==> src/rtl/pwm_fade_controller.sv <==
// pwm_fade_controller: accepts a target duty cycle over valid/ready and ramps
// the registered duty toward it by C_STEP every C_TICK_DIV enabled cycles.
// Drives var_pwm_module's duty and enable, forcing a true 0% output at duty 0.
`timescale 1ns/1ps
module pwm_fade_controller #(
  parameter int C_RES      = 8,
  parameter int C_TICK_DIV = 1000,
  parameter int C_STEP     = 1
) (
  input  logic             i_clk,
  input  logic             i_rst_n,
  input  logic [C_RES-1:0] i_target,
  input  logic             i_target_valid,
  output logic             o_target_ready,
  input  logic             i_en,
  output logic [C_RES-1:0] o_duty_cycle,
  output logic             o_pwm_en,
  output logic             o_busy,
  output logic             o_done
);

  localparam logic [1:0] S_IDLE      = 2'd0;
  localparam logic [1:0] S_RAMP_UP   = 2'd1;
  localparam logic [1:0] S_RAMP_DOWN = 2'd2;

  localparam logic [15:0]      TICK_LAST = 16'(C_TICK_DIV - 1);
  localparam logic [C_RES:0]   STEP_X    = (C_RES+1)'(C_STEP);
  localparam logic [C_RES-1:0] STEP_N    = C_RES'(C_STEP);

  logic [1:0]       state_q, state_d;
  logic [15:0]      presc_q, presc_d;
  logic [C_RES-1:0] target_q, target_d;
  logic [C_RES-1:0] duty_q, duty_d;
  logic             done_q, done_d;

  // Upward step, saturating at the target so the duty never wraps.
  function automatic logic [C_RES-1:0] step_up(input logic [C_RES-1:0] duty,
                                               input logic [C_RES-1:0] tgt);
    logic [C_RES:0] sum;
    sum = {1'b0, duty} + STEP_X;
    if (sum >= {1'b0, tgt}) step_up = tgt;
    else                    step_up = sum[C_RES-1:0];
  endfunction

  // Downward step, landing exactly on the target when within one step.
  function automatic logic [C_RES-1:0] step_down(input logic [C_RES-1:0] duty,
                                                 input logic [C_RES-1:0] tgt);
    logic [C_RES:0] diff;
    diff = {1'b0, duty} - {1'b0, tgt};
    if (diff <= STEP_X) step_down = tgt;
    else                step_down = duty - STEP_N;
  endfunction

  // Next-state logic: handshake in IDLE, prescaled stepping in the ramp states.
  always_comb begin
    state_d  = state_q;
    presc_d  = presc_q;
    target_d = target_q;
    duty_d   = duty_q;
    done_d   = 1'b0;
    case (state_q)
      S_IDLE: begin
        if (i_target_valid) begin
          target_d = i_target;
          presc_d  = '0;
          if (i_target > duty_q)      state_d = S_RAMP_UP;
          else if (i_target < duty_q) state_d = S_RAMP_DOWN;
          else                        done_d  = 1'b1;
        end
      end
      S_RAMP_UP, S_RAMP_DOWN: begin
        if (i_en) begin
          if (presc_q == TICK_LAST) begin
            presc_d = '0;
            if (state_q == S_RAMP_UP) duty_d = step_up(duty_q, target_q);
            else                      duty_d = step_down(duty_q, target_q);
            if (duty_d == target_q) begin
              state_d = S_IDLE;
              done_d  = 1'b1;
            end
          end else begin
            presc_d = presc_q + 16'd1;
          end
        end
      end
      default: state_d = S_IDLE;
    endcase
  end

  // State registers with asynchronous active-low reset.
  always_ff @(posedge i_clk or negedge i_rst_n) begin
    if (!i_rst_n) begin
      state_q  <= S_IDLE;
      presc_q  <= '0;
      target_q <= '0;
      duty_q   <= '0;
      done_q   <= 1'b0;
    end else begin
      state_q  <= state_d;
      presc_q  <= presc_d;
      target_q <= target_d;
      duty_q   <= duty_d;
      done_q   <= done_d;
    end
  end

  assign o_duty_cycle   = duty_q;
  assign o_done         = done_q;
  assign o_busy         = (state_q != S_IDLE);
  assign o_target_ready = (state_q == S_IDLE);
  // Gate the PWM off at duty 0, since the PWM core clamps 0 up to 1.
  assign o_pwm_en       = i_en && (duty_q != '0);

endmodule

==> config.mk <==
export PLATFORM = sky130hd
export DESIGN_NAME = pwm_fade_controller
export DESIGN_NICKNAME = d
export VERILOG_FILES = /design/src/rtl/pwm_fade_controller.sv
export SDC_FILE = /design/constraint.sdc
export NUM_CORES = 1
export LEC_CHECK = 0
export ABC_AREA = 1
export CAP_MARGIN = 10
export CORE_ASPECT_RATIO = 0.6
export CORE_MARGIN = 5
export CORE_UTILIZATION = 55
export CTS_CLUSTER_DIAMETER = 50
export DETAILED_ROUTE_END_ITERATION = 10
export PLACE_DENSITY = 0.72
export SLEW_MARGIN = 5
export SYNTH_ARGS = -nofsm -noshare
export SYNTH_HDL_FRONTEND = slang
export SYNTH_SLANG_ARGS = --single-unit
==> constraint.sdc <==
create_clock -name i_clk -period 3.6 [get_ports i_clk]
set_input_delay 0.36 -clock i_clk [delete_from_list [all_inputs] [get_ports i_clk]]
set_output_delay 0.36 -clock i_clk [all_outputs]
set_load 0.005 [all_outputs]
# Word-level counts from Yosys, hierarchy flattened
# Cells that the tools add are included.
[word_totals] ff_bits=35 input_bits=12 output_inout_bits=12 wordCells=56
[classes] add_sub_neg=4 magnitude_cmp=4 eq_ne=9 muxes=24 n_reduce_logical=10
[ops] operator="$mux W16" n=3
[ops] operator="$mux W8" n=6
[ops] operator="$pmux W16 S2" n=1
[ops] operator="$add A16 B1 Y16 const B" n=1
[ops] operator="$eq A16 B10 Y1 const B" n=1
[ops] operator="$mux W2" n=6
[ops] operator="$add A8 B1 Y9 const B" n=1
[ops] operator="$ge A9 B8 Y1" n=1
[ops] operator="$le A9 B1 Y1 const B" n=1
[ops] operator="$sub A8 B8 Y9" n=1
[ops] operator="$eq A8 B8 Y1" n=1
[ops] operator="$gt A8 B8 Y1" n=1
[ops] operator="$lt A8 B8 Y1" n=1
[ops] operator="$ne A2 B2 Y1 const B" n=4
[ops] operator="$reduce_bool A8 Y1" n=1
[ops] operator="$sub A8 B1 Y8 const B" n=1
[ops] operator="$mux W1" n=6
[ops] operator="$reduce_and A3 Y1" n=2
[ops] operator="$reduce_and A5 Y1" n=1
[ops] operator="$pmux W2 S2" n=1
[ops] operator="$reduce_bool A2 Y1" n=2
[ops] operator="$ne A3 B1 Y1 const B" n=1
[ops] operator="$eq A2 B1 Y1 const B" n=1
[ops] operator="$eq A2 B2 Y1 const B" n=1
[ops] operator="other kinds (5)" n=5

# Depth between registers and ports, before layout
# Gate-level depths: netlist of the first run.
[logic_depth] ltp_word=12 depth_mapped=27 depth_no_buf=27

# Worst setup path after synthesis of the first run
# OpenSTA, ideal clock, no wires.
[synth_timing] path_type="register to register" start="register duty_q[0] (netlist: o_duty_cycle[0])" end="register state_q[0]" setup_ps=117 t_arrival_ps=2808 t_required_ps=3483 slack_ps=676 path_stages_with_launch=27 path_buffers=0 period_less_slack_ps=2924 cell_sequence="dfrtp_1 > ha_1 > nand3_1 > inv_1 > nand3_1 > xor2_1 > inv_1 > ha_1 > a21oi_1 > a21boi_0 > nand2_1 > nand2_1 > nand3_4 > inv_2 > nand2_1 > nand2_1 > nand2_1 > nand2_1 > nand2_1 > nand2_1 > nand2_2 > nor2_4 > nand2_1 > nand2_2 > nand2_2 > nand2_1 > nand2_1"
[synth_via] elab_chain_cells=10 elab_cells_between_ends=20 classes_between="3 x add/sub; 4 x order compare; 3 x eq/ne; 9 x mux; 1 x reduce/logical"
[synth_lines] item="start: declaration" line_no="33" text="logic [C_RES-1:0] duty_q, duty_d;"
[synth_lines] item="start signal: assignment" line_no="102" text="duty_q <= duty_d;"
[synth_lines] item="$sub A8 B8 Y9 or $add A8 B1 Y9 (tied branches)" line_no="49, 40"
[synth_lines] item="$le A9 B1 Y1 or $ge A9 B8 Y1 (tied branches)" line_no="50, 41"
[synth_lines] item="$mux W8, on equally long branches" line_no="50, 41"
[synth_lines] item="$mux W8" line_no="75" text="if (state_q == S_RAMP_UP) duty_d = step_up(duty_q, target_q);"
[synth_lines] item="$mux W8" line_no="73" text="if (presc_q == TICK_LAST) begin"
[synth_lines] item="$mux W8" line_no="72" text="if (i_en) begin"
[synth_lines] item="$mux W8" line_no="61" text="case (state_q)"
[synth_lines] item="$eq A8 B8 Y1" line_no="77" text="if (duty_d == target_q) begin"
[synth_lines] item="$ne A2 B2 Y1 (no source line)"
[synth_lines] item="$reduce_and A5 Y1 (no source line)"
[synth_lines] item="end signal: assignment" line_no="99" text="state_q <= state_d;"
[synth_lines] item="end: declaration" line_no="30" text="logic [1:0] state_q, state_d;"
# Parallel ways exist; a longest one is shown, timed or not. The select of a mux whose other input is x is not followed.
# A chain may end at the register's enable or synchronous reset.

# Worst setup path in the final report of the first run
[layout_timing] start="register duty_q[1] (netlist: o_duty_cycle[1])" end="register state_q[0]"
# Same word-level chain as after synthesis.

==> impl_metrics.csv, run 1 <==
group,metric,value,unit
hold_path,hold_path.class,"input port to async pin",
finish,final_area,3820,um^2
floorplan,rows,22,
clock_network,cts_setup_buffers,0,
floorplan,initial_core_util,56.1,%
floorplan,ioPinCount,24,
floorplan,core_region_area,6030,um^2
critical_path,cp.required,3780,ps
placed_design,portBuffers,23,
clock_network,numCtsBuffers,5,
clock_network,worstSkewPairLatency,290,ps
finish,num-nets-final,574,
floorplan,dieHeight,70.7,um
timing,max_slew_margin,38.7,%
route,wl_met3,889,um
pwr,peakVddDrop,0.507,mV
clock_network,clk_pin_slew,70,ps
placed_design,post_dp_cell_area,3720,um^2
finish,area_growth,13.1,%
logic_synthesis,synth_top_area_share,25.9,%
logic_synthesis,syn_inst,502,
logic_synthesis,synth_nets,546,
logic_synthesis,yosysWarnings,0,
grt,gr-usage-all-layers,24.0,%
finish,n_antenna_cell,0,
timing,fin_crit_sh,92.1,%
timing,fmax,302,MHz
critical_path,crit_path_start_kind,"flip-flop",
route,drt_iter0_markers,375,
critical_path,critPathSlowestCell,"dfrtp_1",
critical_path,critical_path_class,"flip-flop to flip-flop",
logic_synthesis,ys.flop_type,"dfrtp_1",
finish,final_common_cell,"nand2_1",
grt,gr-total-overflow,0,
placed_design,placed_cells,607,
critical_path,r2r-end,"state_q[0]$_DFFE_PN0P_",
status,status,"complete, no violations",
grt,grt_pass1_wl,15200,um
timing,tightest_slew,920,ps
timing,fin_skew,5.71,ps
floorplan,dieArea,7870,um^2
logic_synthesis,synthTopCellsByArea,"dfrtp_1 26%, nand2_1 14%, ha_1 11%",
logic_synthesis,syn_area_per_cell,6.73,um^2
route,dr.max_layer_used,"met4",
route,drcViolationCount,0,
critical_path,rr_startpoint,"o_duty_cycle[1]$_DFFE_PN0P_",
critical_path,crit_chain,"ha_1 > nand3_1 > inv_1 > nand3_1 > xor2_1 > inv_1 > ha_1 > a21oi_1 > a21boi_0 > nand2_1 > nand2_1 > nand3_4 > inv_2 > nand2_1 > nand3_1 > nand3_1 > nand2_1 > nand2_2 > nor2_4 > nand2_1 > nand2_2 > nand2_2 > nand2_1 > nand2_1",
critical_path,rrSetupSlack,290,ps
route,vias_per_cell,5.48,
clock_network,postCtsResizedCells,0,
clock_network,cts-root-buf,"clkbuf_8",
critical_path,crit_fanout,9,
grt,grt_start_max_net_pins,36,
finish,utilization,63.4,%
clock_network,cts_tree,"yes",
route,wl_met1,4910,um
route,firstDrtPassIters,6,
timing,setup_violations,0,
timing,final-hold-violation-count,0,
grt,grt_pass1_vias,2981,
logic_synthesis,synth_edf_count,0,
critical_path,cpMostUsedCell,"nand2_1",
logic_synthesis,yosysTopAreaCell,"dfrtp_1",
route,wl_met2,3420,um
logic_synthesis,synth_cell_types,38,
finish,multi_input_area,2170,um^2
finish,seqCellArea,876,um^2
timing,tns,0,ps
clock_network,htree_num_levels,2,
pwr,p_leak,1.98,nW
placed_design,place.gp.congestion,0.991,
logic_synthesis,synth-async-reset-ratio,100,%
critical_path,cp_num_buf_inv,3,
timing,drv_slew,0,
logic_synthesis,ys_seq_area_share,25.9,%
grt,antenna_found_initial,0,
critical_path,reg2reg_depth,24,
clock_network,cts_buffer_depth,2,
clock_network,hold_buffers,0,
logic_synthesis,syn-cell-area,3380,um^2
finish,stdcell_count,614,
floorplan,die_x,111,um
finish,fill_cells,534,
critical_path,end_kind,"flip-flop",
placed_design,place_hpwl,7460,um
critical_path,max_stage_delay,430,ps
critical_path,critical_path.top_delay_family,"simple AND/OR/NAND/NOR gates",
critical_path,cp.arrival,3500,ps
finish,most-common-layout-cells,"127 x nand2_1, 76 x inv_1, 63 x nand3_1, 35 x dfrtp_1, 33 x nor2_1",
timing,rsz0062_at_grt,"false",
run,drv_cap,0,
route,ant_nets,0,
route,vias,3365,
clock_network,clkSinkCount,35,
finish,drive_gt1_share,10.2,%
route,wire_per_inst,15.2,um
logic_synthesis,ys_ff_latch,35,
route,drt-total-wl,9340,um
pwr,power.density,584,nW/um^2
timing,period_minus_slack,3310,ps
==> logic make-up (layout without fill, tap and decap cells) <==
group | Yosys count | in the layout | synth area share [%]
XOR/XNOR | 10 | 10 | 2.59
flip-flops | 35 | 35 | 25.9
AO/OA/AOI/OAI | 58 | 58 | 9.51
adder cells (fa/ha/maj) | 32 | 32 | 12.1
buffers and inverters | 88 | 116 | 9.92
AND/OR/NAND/NOR | 279 | 279 | 40.0
==> worst max-delay path by stage <==
stage | from | slack, ps | cells after the start | end
final | o_duty_cycle[1]$_DFFE_PN0P_ | 290 | 24 | state_q[0]$_DFFE_PN0P_
after detailed placement | o_duty_cycle[1]$_DFFE_PN0P_ | 370 | 24 | state_q[0]$_DFFE_PN0P_
after CTS | o_duty_cycle[1]$_DFFE_PN0P_ | 320 | 24 | state_q[0]$_DFFE_PN0P_
after global routing | o_duty_cycle[1]$_DFFE_PN0P_ | 5 | 26 | state_q[0]$_DFFE_PN0P_
after global placement | o_duty_cycle[1]$_DFFE_PN0P_ | 500 | 24 | state_q[1]$_DFFE_PN0P_
after floorplan | o_duty_cycle[0]$_DFFE_PN0P_ | 680 | 26 | state_q[0]$_DFFE_PN0P_
==> where the power goes <==
part,switching [mW],total (mW),internal [mW]
clock network,0.147,0.350,0.203
registers,0.0594,0.517,0.458
logic,0.918,1.36,0.447
==> area by class of cell <==
cell class              count  area share (%)
multi-input cells         379            56.7
well taps                  84            2.75
repair buffers             29            7.07
clock buffers               6            1.90
flip-flops and latches     35            22.9
clock inverters             1           0.785
inverters                  80            7.85
==> synthesized netlist by cell type (2+ instances only) <==
master and number:
nand4_1 7, a211oi_1 2, clkbuf_1 4, inv_1 76, o21ai_0 20, inv_2 4
nand3_1 63, nor3_1 10, nand2_1 127, nor2_1 33, nand3_4 2, nor4_1 4
xor2_1 8, nor2_8 2, ha_1 31, clkbuf_2 2, nand3_2 5, a21oi_1 27
xnor2_1 2, buf_2 2, a21oi_2 4, nor2_2 3, dfrtp_1 35, nand2_2 15
==> state kept, by name, indices dropped and copies added (netlist names) <==
signal,cells
o_done,1
presc_q,16
o_duty_cycle,8
state_q,2
target_q,8
==> per-layer routing <==
metal  up-vias  GRT usage, %
met1      1526          39.7
met4         0          3.91
li1       1686             -
met2       139          31.2
met5         -             0
met3        14          5.56
==> per-stage QoR <==
step | hold slack [ps] | total power [mW] | setup WS, ps
3_5_place_dp | 462 | 1.86 | 371
4_1_cts | 218 | 2.22 | 316
6_report | 190 | 2.23 | 286
5_1_grt | 271 | 2.41 | 4.82
3_3_place_gp | 449 | 1.84 | 502
2_1_floorplan | 64.4 | 1.53 | 676
Power figures use the tool's default switching activity.
==> run 2: changes to the inputs <==
CORE_UTILIZATION = 54   (was 55)
PLACE_DENSITY = 0.74   (was 0.72)
clock period = 2.98 ns   (was 3.6 ns; I/O delays follow)
==> impl_metrics.csv, run 2 (synthesis results as in run 1) <==
group,metric,value,unit
status,status,"finished with violations",
status,violations,"setup timing",
route,drt-total-wl,10600,um
finish,n_antenna_cell,0,
critical_path,crit_path_start_kind,"flip-flop",
critical_path,end_kind,"flip-flop",
route,drt_iter0_markers,297,
placed_design,portBuffers,23,
timing,fin_crit_sh,103,%
clock_network,worstSkewPairLatency,290,ps
critical_path,rr_startpoint,"o_duty_cycle[0]$_DFFE_PN0P_",
finish,largest_reg_flops,16,
pwr,switching_power,1.55,mW
placed_design,placed_cells,629,
pwr,peakVddDrop,0.476,mV
grt,grt_start_max_net_pins,36,
timing,setup_slack,-90.5,ps
critical_path,rrSetupSlack,-90,ps
finish,area_growth,26.0,%
clock_network,clkSinkCount,35,
floorplan,rows,22,
critical_path,crit_fanout,6,
timing,max_slew_margin,41.8,%
critical_path,cp.required,3160,ps
pwr,seqPwrFrac,21.2,%
clock_network,hold_buffers,0,
clock_network,htree_num_levels,2,
placed_design,post_dp_cell_area,3890,um^2
route,wire_per_inst,16.5,um
critical_path,reg2reg_depth,25,
timing,fmax,326,MHz
pwr,power_frac_comb,66.5,%
route,drcViolationCount,0,
pwr,p_leak,2.12,nW
pwr,swShare,51.8,%
floorplan,initial_core_util,55.6,%
finish,num-nets-final,602,
grt,antenna_found_initial,0,
clock_network,numCtsBuffers,5,
timing,rsz0062_at_grt,"true",
route,firstDrtPassIters,9,
finish,regMostFlops,"presc_q",
placed_design,place.gp.congestion,0.954,
grt,grt_pass1_wl,16800,um
floorplan,core_region_area,6080,um^2
timing,drv_slew,0,
route,ant_nets,0,
route,vias,3690,
finish,drive_gt1_share,22.6,%
clock_network,cts-root-buf,"clkbuf_8",
pwr,p_int,1.44,mW
pwr,power.density,704,nW/um^2
timing,period_minus_slack,3070,ps
finish,final_area,4260,um^2
run,drv_cap,0,
floorplan,dieHeight,71.3,um
grt,grt_pass1_vias,3288,
placed_design,place_hpwl,8060,um
finish,fill_cells,504,
floorplan,die_x,112,um
timing,setup_violations,3,
clock_network,clk_pin_slew,80,ps
floorplan,dieArea,8000,um^2
timing,final-hold-violation-count,0,
floorplan,ioPinCount,24,
timing,whs,116,ps
grt,gr-usage-all-layers,26.2,%
route,vias_per_cell,5.75,
critical_path,critical_path_class,"flip-flop to flip-flop",
pwr,clkPwrFrac,12.3,%
grt,gr-total-overflow,0,
critical_path,r2r-end,"state_q[1]$_DFFE_PN0P_",
finish,final_common_cell,"nand2_1",
finish,most-common-layout-cells,"115 x nand2_1, 70 x inv_1, 51 x nand3_1, 34 x dfrtp_1, 32 x nor2_1",
critical_path,cp.arrival,3250,ps
clock_network,cts_buffer_depth,2,
timing,tightest_slew,873,ps
finish,stdcell_count,642,
hold_path,hold_path.class,"input port to async pin",
clock_network,cts_tree,"yes",
pwr,power,3.00,mW
finish,utilization,70.0,%
timing,fin_skew,10.8,ps
-- run 2: worst max-delay path by stage --
| stage | from | end | slack [ps] |
|---|---|---|---|
| after CTS | o_duty_cycle[0]$_DFFE_PN0P_ | state_q[1]$_DFFE_PN0P_ | 1 |
| after global placement | o_duty_cycle[0]$_DFFE_PN0P_ | state_q[1]$_DFFE_PN0P_ | 7 |
| final | o_duty_cycle[0]$_DFFE_PN0P_ | state_q[1]$_DFFE_PN0P_ | -90 |
| after global routing | o_duty_cycle[0]$_DFFE_PN0P_ | state_q[0]$_DFFE_PN0P_ | -270 |
| after floorplan | o_duty_cycle[0]$_DFFE_PN0P_ | state_q[0]$_DFFE_PN0P_ | 60 |
| after detailed placement | o_duty_cycle[0]$_DFFE_PN0P_ | state_q[1]$_DFFE_PN0P_ | -90 |
-- run 2: power by group through the flow --
stage / combinational [mW] / clock (mW) / sequential (mW)
2_1_floorplan: 1.24 / 0 / 0.612
3_3_place_gp: 1.72 / 0 / 0.633
3_5_place_dp: 1.76 / 0 / 0.635
4_1_cts: 1.84 / 0.368 / 0.626
5_1_grt: 2.20 / 0.395 / 0.643
6_report: 1.99 / 0.370 / 0.635
-- run 2: per-layer routing --
metal  GRT usage [%]  share of wire (%)  vias to the layer above
li1                -                  -                     1743
met1            40.9                 47                     1727
met2            35.5                 40                      202
met3            8.02                 11                       18
met4            4.67                1.2                        0
met5               0                  0                        -
-- run 2: what timing repair did --
item,in CTS,in global routing
pin swaps,7,24
gates cloned,1,0
setup buffers,1,4
setup endpoints to repair,3,3
hold endpoints to repair,0,0
gates resized for setup,18,41
-- run 2: critical path, stage by stage (launching register included) --
cell      delay, ps
dfrtp_1         410
buf_6           130
ha_4            160
nand3_4          80
inv_2            40
nand3_2          70
xor2_1          170
inv_2            70
ha_4            250
a21oi_2         120
a21boi_2        170
nand2_1          80
nand2_2         110
nand3_4         120
inv_4           110
nand2_1          60
nand3_1          90
nand2_1          70
nand2_1          90
nand3_2         130
nor2_4          120
nand2_2          60
nand2_2          70
nand2_2          60
nand2_1          60
nand2_1          50
-- run 2: cell type report --
| type | count | area (um^2) | share of cell area [%] |
|---|---|---|---|
| inverters | 80 | 307 | 7.20 |
| multi-input cells | 380 | 2390 | 56.1 |
| clock buffers | 6 | 82.6 | 1.94 |
| flip-flops and latches | 35 | 877 | 20.6 |
| clock inverters | 1 | 5.00 | 0.118 |
| repair buffers | 56 | 495 | 11.6 |
| well taps | 84 | 105 | 2.47 |
-- run 2: metrics by stage --
step | setup slack [ps] | setup TNS, ps
3_3_place_gp | 6.53 | 0
6_report | -90.5 | -218
2_1_floorplan | 55.7 | 0
5_1_grt | -269 | -735
3_5_place_dp | -93.4 | -186
4_1_cts | 1.22 | 0
==> run 3: changes to the inputs <==
ABC_AREA = 0   (was 1)
PLACE_DENSITY = 0.75   (was 0.74)
==> impl_metrics.csv, run 3 <==
group,metric,value,unit
route,drt_iter0_markers,316,
run,drv_cap,0,
critical_path,crit_fanout,5,
finish,n_antenna_cell,0,
clock_network,cts_tree,"yes",
timing,final-hold-violation-count,0,
finish,drive_gt1_share,27.0,%
critical_path,crit_chain,"ha_4 > and3_4 > and3_4 > xnor2_2 > ha_1 > nand4_1 > a211oi_2 > o22a_1 > or2_4 > a41o_1 > o311ai_2 > a32oi_2 > mux2_4",
grt,gr-usage-all-layers,25.1,%
logic_synthesis,ys_ff_latch,35,
hold_path,hold_path.class,"input port to async pin",
floorplan,dieArea,7520,um^2
floorplan,die_x,109,um
timing,setup_violations,3,
grt,grt_start_max_net_pins,36,
critical_path,r2r-end,"state_q[0]$_DFFE_PN0P_",
finish,most-common-layout-cells,"65 x buf_4, 33 x dfrtp_1, 29 x ha_1, 27 x nand2_1",
finish,regMostFlops,"presc_q",
placed_design,place_hpwl,7290,um
timing,tightest_slew,585,ps
finish,final_area,4130,um^2
logic_synthesis,yosysTopAreaCell,"dfrtp_1",
grt,grt_pass1_wl,15000,um
logic_synthesis,yosysMostFrequentCell,"dfrtp_1",
route,ant_nets,0,
logic_synthesis,ys.flop_type,"dfrtp_1",
floorplan,dieHeight,69.2,um
logic_synthesis,synth_edf_count,0,
critical_path,cp.arrival,3230,ps
placed_design,portBuffers,23,
critical_path,rr_startpoint,"o_duty_cycle[0]$_DFFE_PN0P_",
route,dr.max_layer_used,"met4",
logic_synthesis,synth_top_area_share,27.8,%
critical_path,crit_path_start_kind,"flip-flop",
placed_design,place.gp.congestion,0.971,
floorplan,initial_core_util,56.1,%
finish,area_growth,31.0,%
logic_synthesis,synth_nets,402,
grt,grt_pass1_vias,2974,
critical_path,endpoint,"state_q[0]$_DFFE_PN0P_",
clock_network,cts_buffer_depth,2,
critical_path,rrSetupSlack,-80,ps
timing,fin_crit_sh,103,%
route,wl_met1,4290,um
critical_path,cpMostUsedCell,"and3_4",
grt,antenna_found_initial,0,
route,drt-total-wl,9100,um
route,firstDrtPassIters,5,
timing,setup_slack,-79.0,ps
clock_network,clk_pin_slew,70,ps
timing,fin_skew,5.44,ps
route,vias_per_cell,5.98,
logic_synthesis,ys_seq_area_share,27.8,%
grt,gr-total-overflow,0,
timing,tns,-174,ps
clock_network,clkSinkCount,35,
route,vias,3111,
logic_synthesis,syn_inst,358,
logic_synthesis,yosysWarnings,0,
floorplan,ioPinCount,24,
logic_synthesis,netlist_top_cells_count,"35 x dfrtp_1, 31 x ha_1, 27 x nand2_1",
floorplan,core_region_area,5620,um^2
placed_design,placed_cells,511,
route,wire_per_inst,17.5,um
critical_path,end_kind,"flip-flop",
critical_path,reg2reg_depth,13,
placed_design,post_dp_cell_area,3940,um^2
clock_network,worstSkewPairLatency,290,ps
clock_network,htree_num_levels,2,
timing,rsz0062_at_grt,"true",
pwr,p_leak,1.81,nW
timing,whs,424,ps
logic_synthesis,syn_area_per_cell,8.81,um^2
pwr,peakVddDrop,0.400,mV
finish,final_common_cell,"buf_4",
clock_network,cts-root-buf,"clkbuf_8",
critical_path,max_stage_delay,450,ps
critical_path,cp.required,3150,ps
clock_network,numCtsBuffers,5,
floorplan,rows,21,
status,violations,"setup timing",
critical_path,crit_path_start,"o_duty_cycle[0]$_DFFE_PN0P_",
timing,fmax,327,MHz
logic_synthesis,synth-async-reset-ratio,100,%
logic_synthesis,synth_cell_types,60,
timing,period_minus_slack,3060,ps
status,status,"finished with violations",
timing,drv_slew,0,
finish,largest_reg_flops,16,
route,drcViolationCount,0,
critical_path,critical_path_class,"flip-flop to flip-flop",
logic_synthesis,synthTopCellsByArea,"dfrtp_1 28%, ha_1 12%, xnor2_1 6.9%",
pwr,power.density,692,nW/um^2
critical_path,critPathSlowestCell,"dfrtp_2",
logic_synthesis,syn-cell-area,3150,um^2
route,wl_met2,3750,um
timing,max_slew_margin,60.7,%
finish,num-nets-final,484,
finish,stdcell_count,520,
route,wl_met3,939,um
## run 3: changes by cell type in the layout (fill, tap and decap cells not counted), sizes merged, moves of 5 or more
cell,delta
nand2,-116
nand2b,+5
a21oi,-14
mux2i,+6
buf,+33
nor2,-15
nand3,-56
o311ai,+5
and3,+7
xnor2,+23
inv,-56
mux2,+9
o21ai,+6
## run 3: metrics by stage
stage          util (%)  worst slack, ps  total power [mW]
3_3_place_gp       70.0             17.1              2.30
2_1_floorplan         -             -113              1.71
3_5_place_dp       70.0             -187              2.36
6_report           73.5            -79.0              2.86
5_1_grt            73.5             -141              3.05
4_1_cts            72.3            -2.82              2.76
## run 3: how the worst min path moves through the flow
stage	slack, ps	to	startpoint
after floorplan	2	o_done$_DFF_PN0_	i_rst_n
after global placement	500	presc_q[6]$_DFFE_PN0P_	presc_q[6]$_DFFE_PN0P_
after detailed placement	510	presc_q[6]$_DFFE_PN0P_	presc_q[6]$_DFFE_PN0P_
after CTS	450	o_duty_cycle[7]$_DFFE_PN0P_	i_rst_n
after global routing	470	o_duty_cycle[7]$_DFFE_PN0P_	i_rst_n
final	420	o_duty_cycle[7]$_DFFE_PN0P_	i_rst_n
## run 3: critical path: cells and delay by family, from the launching register on
| family | cells | cell delay, ps |
|---|---|---|
| compound gates | 5 | 950 |
| xor+xnor | 1 | 120 |
| fa+ha+maj | 2 | 470 |
| flops | 1 | 450 |
| mux | 1 | 320 |
| simple gates | 4 | 640 |
## run 3: logic make-up (layout without fill, tap and decap cells)
kind of cell             after synthesis  in the layout  synth area share, %
adder cells (fa/ha/maj)               32             32                 12.9
flip-flops                            35             35                 27.8
multiplexers                          16             16                 5.83
buffers and inverters                 40            122                 6.19
XOR/XNOR                              35             35                 9.72
AO/OA/AOI/OAI                         90             90                 19.8
AND/OR/NAND/NOR                      110            110                 17.7
## run 3: power breakdown
group          internal, mW  switching, mW
clock                 0.181          0.170
sequential            0.558         0.0674
combinational         0.868           1.01
## run 3: per-layer routing
layer / GRT usage [%] / vias up
li1: - / 1476
met1: 39.3 / 1457
met2: 33.9 / 160
met3: 6.88 / 18
met4: 5.32 / 0
met5: 0 / -
## run 3: final cells by class
cell class	instances	area (um^2)
clock inverter	1	5.00
clock buffer	6	82.6
inverter	25	93.8
timing repair buffer	90	749
tap	80	100
multi-input combinational	283	2220
sequential	35	878
fill	429	1490
## run 3: timing repair
item,4_1_cts,5_1_grt
pin swaps,8,5
setup endpoints to repair,4,11
hold buffers,0,0
gates resized for setup,6,15
cloned,0,0
setup buffers,1,1
